==> src/rtl/mode_sweeper_pkg.sv <==
// mode_sweeper_pkg: shared state encodings, result flag indices and counter widths
package mode_sweeper_pkg;
    localparam int W_RECV = 60;
    localparam int W_ERR = 64;
    localparam int F_ERR = 0;
    localparam int F_TIMEOUT = 1;
    typedef enum logic [2:0] {
        S_IDLE, S_SETTLE, S_CLEAR, S_WAIT_INIT, S_DWELL, S_REPORT, S_NEXT, S_FINISH
    } state_t;
    function automatic int max3(input int a, input int b, input int c);
        return (a > b) ? ((a > c) ? a : c) : ((b > c) ? b : c);
    endfunction
endpackage

==> src/rtl/mode_sweeper_if.sv <==
// mode_sweeper_if: sweep control, stimulus-block link and result handshake
interface mode_sweeper_if #(
    parameter int W_DWELL = 16,
    parameter int W_SETTLE = 8
);
    import mode_sweeper_pkg::*;
    logic start, abort, sub_sweep, phy_init, res_ready;
    logic [7:0] first_mode, last_mode;
    logic [W_DWELL-1:0] dwell;
    logic [W_SETTLE-1:0] settle;
    logic [W_RECV-1:0] recv_cnt;
    logic [W_ERR-1:0] err_cnt;
    logic [7:0] main_mode, sub_mode;
    logic clr, busy, done, aborted, cfg_err, res_valid, res_sub;
    logic [7:0] res_mode;
    logic [1:0] res_flags;
    logic [W_RECV-1:0] res_recv;
    logic [W_ERR-1:0] res_err;
    modport slave (
        input start, abort, sub_sweep, phy_init, res_ready, first_mode, last_mode,
        input dwell, settle, recv_cnt, err_cnt,
        output main_mode, sub_mode, clr, busy, done, aborted, cfg_err,
        output res_valid, res_sub, res_mode, res_flags, res_recv, res_err
    );
    modport master (
        output start, abort, sub_sweep, phy_init, res_ready, first_mode, last_mode,
        output dwell, settle, recv_cnt, err_cnt,
        input main_mode, sub_mode, clr, busy, done, aborted, cfg_err,
        input res_valid, res_sub, res_mode, res_flags, res_recv, res_err
    );
endinterface

==> src/rtl/mode_sweeper_sweep_timer.sv <==
// sweep_timer: loadable down-counter that stops at zero and flags it
module sweep_timer #(
    parameter int W = 16
) (
    input  logic         clk,
    input  logic         rst,
    input  logic         load_i,
    input  logic [W-1:0] val_i,
    output logic         zero_o
);
    logic [W-1:0] cnt_q;
    always_ff @(posedge clk) begin
        if (rst) cnt_q <= '0;
        else if (load_i) cnt_q <= val_i;
        else if (cnt_q != '0) cnt_q <= cnt_q - 1'b1;
    end
    assign zero_o = cnt_q == '0;
endmodule

==> src/rtl/mode_sweeper.sv <==
// mode_sweeper: steps MAIN_MODE/SUB_MODE over a range, measuring and reporting each step
module mode_sweeper #(
    parameter int W_DWELL = 16,
    parameter int W_SETTLE = 8,
    parameter int W_TIMEOUT = 10
) (
    input logic clk,
    input logic rst,
    mode_sweeper_if.slave bus
);
    import mode_sweeper_pkg::*;
    localparam int TW = max3(W_DWELL, W_SETTLE, W_TIMEOUT);
    // WAIT_INIT is entered one cycle after the load, so REPORT lands 2^W_TIMEOUT cycles after CLEAR
    localparam logic [TW-1:0] T_LOAD = TW'((1 << W_TIMEOUT) - 2);
    state_t state_q;
    logic [7:0] cur_mode_q, last_q, res_mode_q;
    logic cur_sub_q, sub_sweep_q, aborted_q, cfg_err_q, res_sub_q;
    logic [W_DWELL-1:0] dwell_q;
    logic [W_SETTLE-1:0] settle_q;
    logic [1:0] res_flags_q;
    logic [W_RECV-1:0] res_recv_q;
    logic [W_ERR-1:0] res_err_q;
    logic in_sweep, timed_out, capture, tmr_load, tmr_zero;
    logic [TW-1:0] tmr_val, dwell_m1;
    always_comb begin
        in_sweep = state_q != S_IDLE && state_q != S_FINISH;
        timed_out = state_q == S_WAIT_INIT && !bus.phy_init && tmr_zero;
        capture = timed_out || (state_q == S_DWELL && tmr_zero);
        tmr_load = !(state_q inside {S_SETTLE, S_WAIT_INIT, S_DWELL}) || (state_q == S_WAIT_INIT && bus.phy_init);
        dwell_m1 = (dwell_q == '0) ? '0 : TW'(dwell_q) - TW'(1);
        tmr_val = state_q == S_IDLE ? TW'(bus.settle) :
                  state_q == S_CLEAR ? T_LOAD :
                  state_q == S_WAIT_INIT ? dwell_m1 : TW'(settle_q);
    end
    sweep_timer #(.W(TW)) u_timer (
        .clk(clk),
        .rst(rst),
        .load_i(tmr_load),
        .val_i(tmr_val),
        .zero_o(tmr_zero)
    );
    always_ff @(posedge clk) begin
        if (rst) begin
            state_q <= S_IDLE;
            cur_mode_q <= '0;
            last_q <= '0;
            cur_sub_q <= 1'b0;
            sub_sweep_q <= 1'b0;
            dwell_q <= '0;
            settle_q <= '0;
            aborted_q <= 1'b0;
            cfg_err_q <= 1'b0;
            res_mode_q <= '0;
            res_sub_q <= 1'b0;
            res_flags_q <= '0;
            res_recv_q <= '0;
            res_err_q <= '0;
        end else if (in_sweep && bus.abort) begin
            state_q <= S_FINISH;
            aborted_q <= 1'b1;
        end else begin
            case (state_q)
                S_IDLE: if (bus.start) begin
                    cur_mode_q <= bus.first_mode;
                    last_q <= bus.last_mode;
                    cur_sub_q <= 1'b0;
                    sub_sweep_q <= bus.sub_sweep;
                    dwell_q <= bus.dwell;
                    settle_q <= bus.settle;
                    aborted_q <= 1'b0;
                    cfg_err_q <= bus.first_mode > bus.last_mode;
                    state_q <= (bus.first_mode > bus.last_mode) ? S_FINISH : S_SETTLE;
                end
                S_SETTLE: if (tmr_zero) state_q <= S_CLEAR;
                S_CLEAR: state_q <= S_WAIT_INIT;
                S_WAIT_INIT: state_q <= bus.phy_init ? S_DWELL : (tmr_zero ? S_REPORT : S_WAIT_INIT);
                S_DWELL: if (tmr_zero) state_q <= S_REPORT;
                S_REPORT: if (bus.res_ready) state_q <= S_NEXT;
                S_NEXT: if (sub_sweep_q && !cur_sub_q) begin
                    cur_sub_q <= 1'b1;
                    state_q <= S_SETTLE;
                end else if (cur_mode_q == last_q) begin
                    state_q <= S_FINISH;
                end else begin
                    cur_mode_q <= cur_mode_q + 8'd1;
                    cur_sub_q <= 1'b0;
                    state_q <= S_SETTLE;
                end
                default: state_q <= S_IDLE;
            endcase
            if (capture) begin
                res_mode_q <= cur_mode_q;
                res_sub_q <= cur_sub_q;
                res_recv_q <= bus.recv_cnt;
                res_err_q <= bus.err_cnt;
                res_flags_q[F_TIMEOUT] <= timed_out;
                res_flags_q[F_ERR] <= bus.err_cnt != '0;
            end
        end
    end
    assign bus.main_mode = in_sweep ? cur_mode_q : 8'd0;
    assign bus.sub_mode = in_sweep ? {7'b0, cur_sub_q} : 8'd0;
    assign bus.clr = state_q == S_CLEAR;
    assign bus.busy = state_q != S_IDLE;
    assign bus.done = state_q == S_FINISH;
    assign bus.aborted = state_q == S_FINISH && aborted_q;
    assign bus.cfg_err = state_q == S_FINISH && cfg_err_q;
    assign bus.res_valid = state_q == S_REPORT;
    assign bus.res_mode = res_mode_q;
    assign bus.res_sub = res_sub_q;
    assign bus.res_flags = res_flags_q;
    assign bus.res_recv = res_recv_q;
    assign bus.res_err = res_err_q;
endmodule

==> src/flat_wrapper.sv <==
// flat-port wrapper written by rule: the top's interface ports become plain ports
module mode_sweeper_flat import mode_sweeper_pkg::*;
#(
    parameter int W_DWELL = 16,
    parameter int W_SETTLE = 8,
    parameter int W_TIMEOUT = 10
)
  (clk, rst, bus_start, bus_abort, bus_sub_sweep, bus_phy_init, bus_res_ready, bus_first_mode, bus_last_mode, bus_dwell, bus_settle, bus_recv_cnt, bus_err_cnt, bus_main_mode, bus_sub_mode, bus_clr, bus_busy, bus_done, bus_aborted, bus_cfg_err, bus_res_valid, bus_res_sub, bus_res_mode, bus_res_flags, bus_res_recv, bus_res_err);
  mode_sweeper_if #(.W_DWELL(W_DWELL), .W_SETTLE(W_SETTLE)) bus_i ();
  input logic clk;
  input logic rst;
  input wire logic [$bits(bus_i.start)-1:0] bus_start;
  input wire logic [$bits(bus_i.abort)-1:0] bus_abort;
  input wire logic [$bits(bus_i.sub_sweep)-1:0] bus_sub_sweep;
  input wire logic [$bits(bus_i.phy_init)-1:0] bus_phy_init;
  input wire logic [$bits(bus_i.res_ready)-1:0] bus_res_ready;
  input wire logic [$bits(bus_i.first_mode)-1:0] bus_first_mode;
  input wire logic [$bits(bus_i.last_mode)-1:0] bus_last_mode;
  input wire logic [$bits(bus_i.dwell)-1:0] bus_dwell;
  input wire logic [$bits(bus_i.settle)-1:0] bus_settle;
  input wire logic [$bits(bus_i.recv_cnt)-1:0] bus_recv_cnt;
  input wire logic [$bits(bus_i.err_cnt)-1:0] bus_err_cnt;
  output wire logic [$bits(bus_i.main_mode)-1:0] bus_main_mode;
  output wire logic [$bits(bus_i.sub_mode)-1:0] bus_sub_mode;
  output wire logic [$bits(bus_i.clr)-1:0] bus_clr;
  output wire logic [$bits(bus_i.busy)-1:0] bus_busy;
  output wire logic [$bits(bus_i.done)-1:0] bus_done;
  output wire logic [$bits(bus_i.aborted)-1:0] bus_aborted;
  output wire logic [$bits(bus_i.cfg_err)-1:0] bus_cfg_err;
  output wire logic [$bits(bus_i.res_valid)-1:0] bus_res_valid;
  output wire logic [$bits(bus_i.res_sub)-1:0] bus_res_sub;
  output wire logic [$bits(bus_i.res_mode)-1:0] bus_res_mode;
  output wire logic [$bits(bus_i.res_flags)-1:0] bus_res_flags;
  output wire logic [$bits(bus_i.res_recv)-1:0] bus_res_recv;
  output wire logic [$bits(bus_i.res_err)-1:0] bus_res_err;
  assign bus_i.start = bus_start;
  assign bus_i.abort = bus_abort;
  assign bus_i.sub_sweep = bus_sub_sweep;
  assign bus_i.phy_init = bus_phy_init;
  assign bus_i.res_ready = bus_res_ready;
  assign bus_i.first_mode = bus_first_mode;
  assign bus_i.last_mode = bus_last_mode;
  assign bus_i.dwell = bus_dwell;
  assign bus_i.settle = bus_settle;
  assign bus_i.recv_cnt = bus_recv_cnt;
  assign bus_i.err_cnt = bus_err_cnt;
  assign bus_main_mode = bus_i.main_mode;
  assign bus_sub_mode = bus_i.sub_mode;
  assign bus_clr = bus_i.clr;
  assign bus_busy = bus_i.busy;
  assign bus_done = bus_i.done;
  assign bus_aborted = bus_i.aborted;
  assign bus_cfg_err = bus_i.cfg_err;
  assign bus_res_valid = bus_i.res_valid;
  assign bus_res_sub = bus_i.res_sub;
  assign bus_res_mode = bus_i.res_mode;
  assign bus_res_flags = bus_i.res_flags;
  assign bus_res_recv = bus_i.res_recv;
  assign bus_res_err = bus_i.res_err;
  mode_sweeper #(.W_DWELL(W_DWELL), .W_SETTLE(W_SETTLE), .W_TIMEOUT(W_TIMEOUT)) u_core (.clk(clk), .rst(rst), .bus(bus_i));
endmodule
==> config.mk <==
export PLATFORM = sky130hd
export DESIGN_NAME = mode_sweeper_flat
export DESIGN_NICKNAME = d
export VERILOG_FILES = /design/src/rtl/mode_sweeper_pkg.sv /design/src/rtl/mode_sweeper_if.sv /design/src/rtl/mode_sweeper_sweep_timer.sv /design/src/rtl/mode_sweeper.sv /design/src/flat_wrapper.sv
export SDC_FILE = /design/constraint.sdc
export NUM_CORES = 1
export LEC_CHECK = 0
export ABC_AREA = 0
export CAP_MARGIN = 0
export CORE_ASPECT_RATIO = 0.9
export CORE_UTILIZATION = 35
export CTS_CLUSTER_SIZE = 24
export DETAILED_ROUTE_END_ITERATION = 7
export HOLD_SLACK_MARGIN = 0.1
export PLACE_DENSITY = 0.66
export SYNTH_ARGS = -nofsm -noshare
export SYNTH_HDL_FRONTEND = slang
export SYNTH_HIERARCHICAL = 1
export SYNTH_SLANG_ARGS = --single-unit
==> constraint.sdc <==
create_clock -name clk -period 4.65 [get_ports clk]
set_input_delay 0.6975 -clock clk [delete_from_list [all_inputs] [get_ports clk]]
set_output_delay 0.6975 -clock clk [all_outputs]
set_load 0.02 [all_outputs]
==> impl_metrics.json <==
{
  "run_status": "finished, final reports clean",
  "die_w_um": 168,
  "synth_seq_area_share_pct": 45.5,
  "htree_num_levels": 4,
  "floorplan.rows": 54,
  "fin_worst_hold_slack_ns": 0.454,
  "design.die.area_um2": 25500,
  "startpoint_types": "flop",
  "grt_pass1_wl_um": 44800,
  "postCtsSetupBuffers": 0,
  "synth.ff_latch_count": 198,
  "r2r-start": "u_core/u_timer/cnt_q[0]",
  "timing.final.crit_period_ns": 3.42,
  "via_per_inst": 5.02,
  "fmaxAchievable_mhz": 293,
  "coreArea_um2": 24300,
  "synth_top_area_cell": "dfxtp_1",
  "dr_total_vias": 8696,
  "ctsHoldBuffers": 0,
  "maxSlewViolCount": 0,
  "power_leakage_nw": 4.33,
  "cts_buffers": 17,
  "post_layout_net_count": 1594,
  "synthTopCellsByCount": "nand2_1 (368), dfxtp_1 (198), a21oi_1 (188), nor2_1 (49), clkbuf_1 (47)",
  "cts_tree": "yes",
  "grt_max_degree": 127,
  "pin_count": 328,
  "drv_cap": 0,
  "timing_worst_slew_pin_value_ns": 1.05,
  "postRouteAntennaNets": 0,
  "gp_routability_congestion": 0.850,
  "cell_types_with_the_largest_area_share_after_synthesis": "dfxtp_1 (45%), nand2_1 (16%), a21oi_1 (11%), nor2_1 (2.1%), clkbuf_1 (2.0%)",
  "vias_in_the_first_global_route": 8184,
  "finalCritPeriodShare_pct": 73.4,
  "grt_use_total_pct": 22.7,
  "detailedRoute.firstPassIterationCount": 5,
  "antenna-diode-count": 0,
  "remaining_drc_errors": 0,
  "area_delta_synth_final_pct": 45.4,
  "cellPowerDensity_nw_per_um2": 422,
  "detail_route.iter0.violations": 564,
  "hold_path.startpoint": "u_core/bus.res_recv[11]",
  "timing.setup.critical_path_class": "reg2out",
  "timing.final.setup_violations": 0,
  "worst_skew_pair.late_latency_ns": 0.45,
  "worst_path_arrival_time_ns": 2.72,
  "setup_total_negative_slack_ns": 0,
  "synth.top_cell.area_share_pct": 45.5,
  "post_route_cells_drive_above_1_share_pct": 4.35,
  "cts_root_buffer": "clkbuf_16",
  "ir_drop_uv": 215,
  "avgRoutedWirePerCell_um": 17.2,
  "synth.most_common_cell": "nand2_1",
  "portBuffers": 320,
  "worst_ep_required_time_ns": 3.95,
  "dp.final_hpwl_um": 21300,
  "post_cts_resize_count": 0,
  "crit_fanout": 18,
  "postRouteWirelength_um": 29700,
  "worstHoldEndpoint": "u_core/bus.res_recv[11]",
  "average_instance_area_after_synthesis_um2": 7.65,
  "max-clock-path-buffers": 2,
  "endpoint_kind": "output port",
  "r2r_setup_slack_ns": 1.52,
  "clk_pin_slew_worst_paths_ns": 0.08,
  "final-hold-violation-count": 0,
  "fin_skew_ns": 0.0250,
  "rr_worst_depth": 10,
  "globalRoute.totalOverflow": 0,
  "max_slew_margin_pct": 29.7,
  "grt_setup_unrepaired": "false",
  "die_y_um": 152,
  "postSynthCellCount": 1140,
  "r2r_end": "u_core/bus.res_err[12]",
  "number_of_enable_flip_flop_cells_after_synthesis": 0,
  "initial_utilization_pct": 35.8,
  "yosysWarnings": 6,
  "min_delay_path_class": "reg2reg",
  "ys.flop_type": "dfxtp_1",
  "clock_sink_count": 198,
  "synth_cell_type_count": 66,
  "worst_hold_path.num_cells": 2,
  "synth-async-reset-ratio_pct": 0,
  "grt_antenna_before_repair": 1,
  "filler_cell_count": 2362,
  "post_synth_instance_area_um2": 8720
}
==> flip-flops by register name (all words and copies together), names as in the netlist <==
signal and flops:
u_core/aborted_q 1, u_core/bus.res_err 64, u_core/bus.res_flags 2, u_core/bus.res_mode 8
u_core/bus.res_recv 60, u_core/bus.res_sub 1, u_core/cfg_err_q 1, u_core/cur_mode_q 8
u_core/cur_sub_q 1, u_core/dwell_q 16, u_core/last_q 8, u_core/settle_q 8
u_core/state_q 3, u_core/sub_sweep_q 1, u_core/u_timer/cnt_q 16
==> worst max-delay path: stages (launching register included) <==
cell and delay [ns]:
dfxtp_1 0.71, nand2_1 0.23, nor2_1 0.34, nor2_1 0.24, and2_1 0.22, clkdlybuf4s50_1 0.53
==> metal layers <==
layer	share of wire, %	routed length, um	vias to the layer above	GRT usage, %
met5	0.040	12	-	0
met4	1.8	522	2	7.00
met3	8.0	2380	25	8.91
met2	49	14400	230	37.8
met1	42	12400	4062	26.9
li1	-	-	4377	-
==> metrics by stage <==
step | std cells | area [um2] | util, % | setup slack [ns] | power [W]
after floorplan | 1146 | 8740 | - | 2.28 | 0.00324
after global placement | 1700 | 12100 | 49.6 | 1.29 | 0.00382
after detailed placement | 1700 | 12100 | 49.6 | 1.24 | 0.00384
after CTS | 1732 | 12700 | 52.1 | 1.26 | 0.00539
after global routing | 1732 | 12700 | 52.1 | 1.00 | 0.00565
final | 1732 | 12700 | 52.1 | 1.23 | 0.00535
==> layout by cell type (no fill, tap or decap), types with 3 or more instances in the layout <==
master / count
nand2b_1: 3
clkbuf_16: 17
a21oi_1: 188
inv_1: 20
clkdlybuf4s50_1: 319
dfxtp_1: 198
inv_8: 4
xor2_1: 14
nand3_1: 7
nand2_1: 368
nor2_1: 49
nand4_1: 11
xnor2_1: 18
nor2b_1: 6
ha_1: 12
mux2i_1: 4
nand3b_1: 3
and2_1: 11
conb_1: 7
o211ai_1: 9
o21ai_0: 22
clkinv_8: 5
nor4_1: 25
buf_4: 7
a31oi_1: 3
nor3_1: 18
a221oi_1: 8
or3_1: 3
o31ai_2: 6
o31a_1: 3
==> worst max-delay path by stage <==
stage | cells past startpoint | slack [ns] | from | end
finish | 5 | 1.23 | u_core/state_q[0] | bus_main_mode[7]
floorplan | 5 | 2.28 | u_core/state_q[1] | bus_main_mode[0]
CTS | 5 | 1.26 | u_core/state_q[2] | bus_main_mode[2]
global placement | 7 | 1.29 | bus_abort | u_core/bus.res_mode[2]
global route | 5 | 1.00 | u_core/state_q[0] | bus_main_mode[2]
detailed placement | 7 | 1.24 | bus_abort | u_core/bus.res_err[12]
==> cell families after synthesis <==
| group | after synthesis | synth area share, % |
|---|---|---|
| xor+xnor | 32 | 3.22 |
| buf+inv | 104 | 5.25 |
| fa+ha+maj | 12 | 1.72 |
| compound gates | 264 | 17.7 |
| simple gates | 524 | 26.0 |
| flops | 198 | 45.5 |
| other cells | 1 | 0.0430 |
| mux | 5 | 0.588 |
==> report_power, final <==
group	switching [W]	total, W	internal (W)
sequential	0.000206	0.00206	0.00185
clock	0.000781	0.00153	0.000750
combinational	0.00100	0.00176	0.000754
==> layout make-up <==
type	count	area [um2]	share of cell area, %
clock inverter	14	178	1.40
tap	308	385	3.04
sequential	198	3960	31.3
multi-input combinational	844	4330	34.2
clock buffer	18	439	3.46
timing repair buffer	329	3300	26.0
inverter	21	78.8	0.622
No activity file was read; power rests on OpenSTA's default activity.
==> variant 1 (same settings) <==
Put a register stage on the output `bus.cfg_err`, without a reset. The value now appears one clock later.
--- a/src/rtl/mode_sweeper.sv
+++ b/src/rtl/mode_sweeper.sv
@@ -104,7 +104,9 @@
     assign bus.busy = state_q != S_IDLE;
     assign bus.done = state_q == S_FINISH;
     assign bus.aborted = state_q == S_FINISH && aborted_q;
-    assign bus.cfg_err = state_q == S_FINISH && cfg_err_q;
+    always_ff @(posedge clk) begin
+        bus.cfg_err <= state_q == S_FINISH && cfg_err_q;
+    end
     assign bus.res_valid = state_q == S_REPORT;
     assign bus.res_mode = res_mode_q;
     assign bus.res_sub = res_sub_q;
Behaviour: not the same (Yosys sat finds a counterexample within 4 cycles, from zero or initial values and one cycle with rst high).
==> variant 1 against the original RTL <==
- sequential cell count grew 1
- die area up 0.23%
- total power fell by 0.32%
- area after synthesis increased by 0.23%
- critical path type unchanged
- first-iteration DRC count increased by 5.5%
- setup slack better by 5.9 ps
- design area up 0.41%
- sequential share of layout area is essentially flat
- routed wire length up 0.54%
- global-route usage increased by 0.30 points
==> variant 1: results (changes against the original RTL) <==
vias in the first global route 8227 (+0.53%); Final Wtd Congestion 0.861 (+1.2%); Worst EP arrival 2710 ps (about the same); hold endpoint u_core/cfg_err_q; Synth top cells by count nand2_1 (368), dfxtp_1 (199), a21oi_1 (188); layout cells sized above 1 0.0442 (+0.000640); DRT Wirelength 29900 um (+0.54%); drt first-iter violations 595 (+5.5%); initial antenna violation count 2 (+1); area share of fa/ha/maj cells after synthesis 0.0172 (-0.0000395); critical path's largest stage delay 730 ps (+20 ps); Global Route Usage Sum 0.230 (+0.00302); VDD IR max 0.229 mV (+6.4%); critical path fanouts, max 19 (+1); Avg WL per Cell 17.0 um (-1.2%); Nets 1597 (+0.19%); post-synthesis xor/xnor area fraction 0.0321 (-0.0000737); worst hold path startpoint u_core/cfg_err_q; placed cell area 12100 um^2 (+0.58%); Filler cells 2352 (-0.42%); first-pass GRT wire length 46100 um (+2.9%); Synth Area in Compound Gates 0.176 (-0.000405); sequential area share after synthesis 0.456 (+0.00125); synthesized instance count 1141 (+0.088%); via count 8792 (+1.1%); Clock Skews 23.1 ps (-1.94 ps); top cells by area, synth dfxtp_1 (46%), nand2_1 (16%), a21oi_1 (11%), nor2_1 (2.1%), clkbuf_1 (2.0%); Post-Place Cells 1731 (+1.8%); Worst Max-Slew Pin Slew 966 ps (-89.1 ps); status completed
==> variant 1: worst max path at each step <==
stage	from	to	slack, ps	cells after the start
after CTS	u_core/state_q[0]	bus_main_mode[2]	1270	5
after global routing	u_core/state_q[2]	bus_main_mode[5]	1080	5
after global placement	bus_abort	u_core/bus.res_recv[3]	1400	7
after floorplan	u_core/state_q[1]	bus_main_mode[0]	2280	5
after detailed placement	bus_abort	u_core/bus.res_err[44]	1350	7
final	u_core/state_q[2]	bus_main_mode[2]	1240	5
==> variant 1: area by class of cell <==
type,instances,area [um^2],share of cell area
Timing Repair Buffer,331,3310,0.260
Clock inverter,14,174,0.0137
Inverter,21,78.8,0.00619
Clock buffer,17,425,0.0334
Sequential cell,199,3980,0.313
Tap cell,336,420,0.0330
Multi-Input combinational cell,844,4330,0.340
==> variant 1: logic make-up (layout without fill, tap and decap cells) <==
family	after synthesis	in the layout
buffers and inverters	104	383
other	1	7
multiplexers	5	5
adder cells (fa/ha/maj)	12	12
flip-flops	199	199
AO/OA/AOI/OAI	264	264
AND/OR/NAND/NOR	524	524
XOR/XNOR	32	32
==> variant 1: tightest hold or removal path, stage by stage, from the launching register on <==
cell and delay, ps:
dfxtp_1 310, nand2_1 50, a21oi_1 50
==> variant 1: metal layers <==
metal | vias up | routed length, um | track usage
li1 | 4374 | - | -
met1 | 4128 | 12400 | 0.271
met2 | 256 | 14500 | 0.383
met3 | 32 | 2460 | 0.0899
met4 | 2 | 563 | 0.0710
met5 | - | 13 | 0
==> variant 1: per-stage QoR <==
stage / util / worst slack [ps]
CTS: 0.522 / 1270
global placement: 0.497 / 1400
finish: 0.522 / 1240
global route: 0.522 / 1080
floorplan: - / 2280
detailed placement: 0.497 / 1350
==> variant 1: power by group <==
part / internal [W] / switching (W) / leakage, nW
registers: 0.00186 / 0.000205 / 1.61
clock network: 0.000733 / 0.000764 / 0.289
logic: 0.000755 / 0.00101 / 2.44
==> variant 2 (same flow settings) <==
Without the edit above. `W_DWELL` is set to 16 in 3 places; all go to 32.
--- a/src/rtl/mode_sweeper_if.sv
+++ b/src/rtl/mode_sweeper_if.sv
@@ -1,6 +1,6 @@
 // mode_sweeper_if: sweep control, stimulus-block link and result handshake
 interface mode_sweeper_if #(
-    parameter int W_DWELL = 16,
+    parameter int W_DWELL = 32,
     parameter int W_SETTLE = 8
 );
     import mode_sweeper_pkg::*;
--- a/src/rtl/mode_sweeper.sv
+++ b/src/rtl/mode_sweeper.sv
@@ -1,6 +1,6 @@
 // mode_sweeper: steps MAIN_MODE/SUB_MODE over a range, measuring and reporting each step
 module mode_sweeper #(
-    parameter int W_DWELL = 16,
+    parameter int W_DWELL = 32,
     parameter int W_SETTLE = 8,
     parameter int W_TIMEOUT = 10
 ) (
--- a/src/flat_wrapper.sv
+++ b/src/flat_wrapper.sv
@@ -1,7 +1,7 @@
 // flat-port wrapper written by rule: the top's interface ports become plain ports
 module mode_sweeper_flat import mode_sweeper_pkg::*;
 #(
-    parameter int W_DWELL = 16,
+    parameter int W_DWELL = 32,
     parameter int W_SETTLE = 8,
     parameter int W_TIMEOUT = 10
 )
Interface: changed (resized bus_dwell); port bits go from 328 to 344. The function was not compared with the original's and may differ.
==> variant 2 against the original RTL <==
- first-iteration DRC count grew 30%
- sequential cell count rose by 32
- routed wire length up 19%
- total power up 33%
- area after synthesis up 21%
- cell count up 20%
- combinational power increased by 53%
- setup slack worse by 340 ps
- design area increased by 18%
- hold slack got worse by 3.6 ps
- critical path type unchanged
- critical endpoint is now bus_main_mode[1]
==> variant 2: results (changes against the original RTL) <==
drt first-iter violations 736 (+30%); fraction of registers with async set/reset 0 (unchanged); crit-path leading delay family simple AND/OR/NAND/NOR gates; largest net degree at the start of global routing 135 (+6.3%); Clock Skews 25.6 ps (+0.624 ps); Final Wtd Congestion 0.877 (+3.1%); Crit-path slowest cell dfxtp_1; worst skew pair latency 550 ps (+100 ps); Setup Buffers After CTS 0 (unchanged); Post-Place Cells 2042 (+20%); mux share of post-synthesis cell area 0.00581 (-0.0000709); synth warn 6 (unchanged); root buffer cell clkbuf_16; slew margin rel. 0.401 (+0.104); IO buf count 336 (+5.0%); Startpoint Class flip-flop; post-synthesis xor/xnor area fraction 0.0449 (+0.0127); sequential area share after synthesis 0.437 (-0.0181); DRT Pass-1 Iters 8 (+3); Worst R2R End u_core/bus.res_flags[0]; worst hold path startpoint u_core/bus.res_err[16]; initial antenna violation count 1 (unchanged); hold endpoint u_core/bus.res_err[16]; clock-pin slew on the worst setup and hold paths 60 ps (-20 ps); DRT Wirelength 35500 um (+19%); status completed; worst hold path class reg2reg; Synth top cells by count nand2_1 (418), dfxtp_1 (230), a21oi_1 (213); reg2reg setup slack 1150 ps (-370 ps); Min Hold Slack 451 ps (-3.56 ps); Global Route Usage Sum 0.226 (-0.000694); critical path fanouts, max 18 (unchanged); Nets 1872 (+17%); area share of fa/ha/maj cells after synthesis 0.0131 (-0.00417); critical path's largest stage delay 730 ps (+20 ps); Synth Area in Compound Gates 0.172 (-0.00488); vias in the first global route 10158 (+24%); max FFs per register 64 (unchanged); Detail Placement HPWL 25800 um (+21%); clock buffer depth 3 (+1); VDD IR max 0.327 mV (+52%); vias per cell 5.11 (+1.8%); top cells by area, synth dfxtp_1 (44%), nand2_1 (15%), a21oi_1 (10%), clkbuf_1 (3.0%), xnor2_1 (2.8%); top_reg_cell synth dfxtp_1; R2R cell count 10 (unchanged); synthesized instance count 1389 (+22%); reg2reg start u_core/u_timer/cnt_q[0]; Overflow after GRT 0 (unchanged); via count 10653 (+23%); post-synth cell types 69 (+4.5%); CTS Buf Count 26 (+9); first-pass GRT wire length 55400 um (+24%); H-Tree Depth 1 (-3); Worst EP arrival 3060 ps (+340 ps); layout cells sized above 1 0.0462 (+0.00267); Leak Pwr 5.17 nW (+19%)
==> variant 2: cell types whose count changed after synthesis, sizes merged, moves of 10 or more <==
cell / delta
a21oi: +24
buf: -18
clkbuf: +35
dfxtp: +32
nand2: +50
nor2: +11
nor3: +11
o21ai: +12
or3: +10
or4: +17
xnor2: +16
==> variant 2: layout make-up <==
type / count / area (um^2)
clock buffers: 37 / 732
diodes: 1 / 2.50
inverters: 24 / 91.3
repair buffers: 351 / 3500
fillers: 2877 / 14300
multi-input cells: 1041 / 5470
clock inverters: 5 / 75.1
flip-flops and latches: 230 / 4600
well taps: 396 / 495
==> variant 2: worst min-delay path, stage by stage, from the launching register on <==
cell,delay (ps)
dfxtp_1,300
nand2_1,50
a21oi_1,50
==> variant 2: kinds of logic after synthesis <==
kind of cell / after synthesis
fa+ha+maj: 11
buf+inv: 124
mux: 6
xor+xnor: 54
flops: 230
compound gates: 314
simple gates: 649
other cells: 1
==> variant 2: how the worst max path moves through the flow <==
stage	endpoint	slack (ps)	depth (start not counted)	from
6_report	bus_main_mode[1]	890	4	u_core/state_q[1]
5_1_grt	bus_main_mode[1]	730	4	u_core/state_q[1]
4_1_cts	bus_main_mode[1]	890	4	u_core/state_q[1]
3_5_place_dp	u_core/bus.res_flags[0]	1160	10	u_core/u_timer/cnt_q[0]
3_3_place_gp	u_core/bus.res_flags[0]	1230	10	u_core/u_timer/cnt_q[0]
2_1_floorplan	u_core/bus.res_recv[10]	1310	13	u_core/u_timer/cnt_q[0]
==> variant 2: report_power, final <==
group | switching [W] | internal, W
combinational | 0.00161 | 0.00109
sequential | 0.000270 | 0.00219
clock | 0.000817 | 0.00114
total | 0.00270 | 0.00443
==> variant 2: layer usage <==
metal | routed length (um) | part of all wire | global-route usage | up-vias
li1 | - | - | - | 5286
met3 | 2660 | 0.075 | 0.0610 | 60
met1 | 13900 | 0.39 | 0.268 | 4967
met4 | 1260 | 0.036 | 0.0791 | 0
met5 | 0 | 0 | 0 | -
met2 | 17600 | 0.50 | 0.389 | 340
==> variant 2: metrics by stage <==
stage	instance area (um^2)	total power [W]
2_1_floorplan	10600	0.00438
5_1_grt	15000	0.00759
3_3_place_gp	14200	0.00514
4_1_cts	15000	0.00716
6_report	15000	0.00713
3_5_place_dp	14200	0.00517
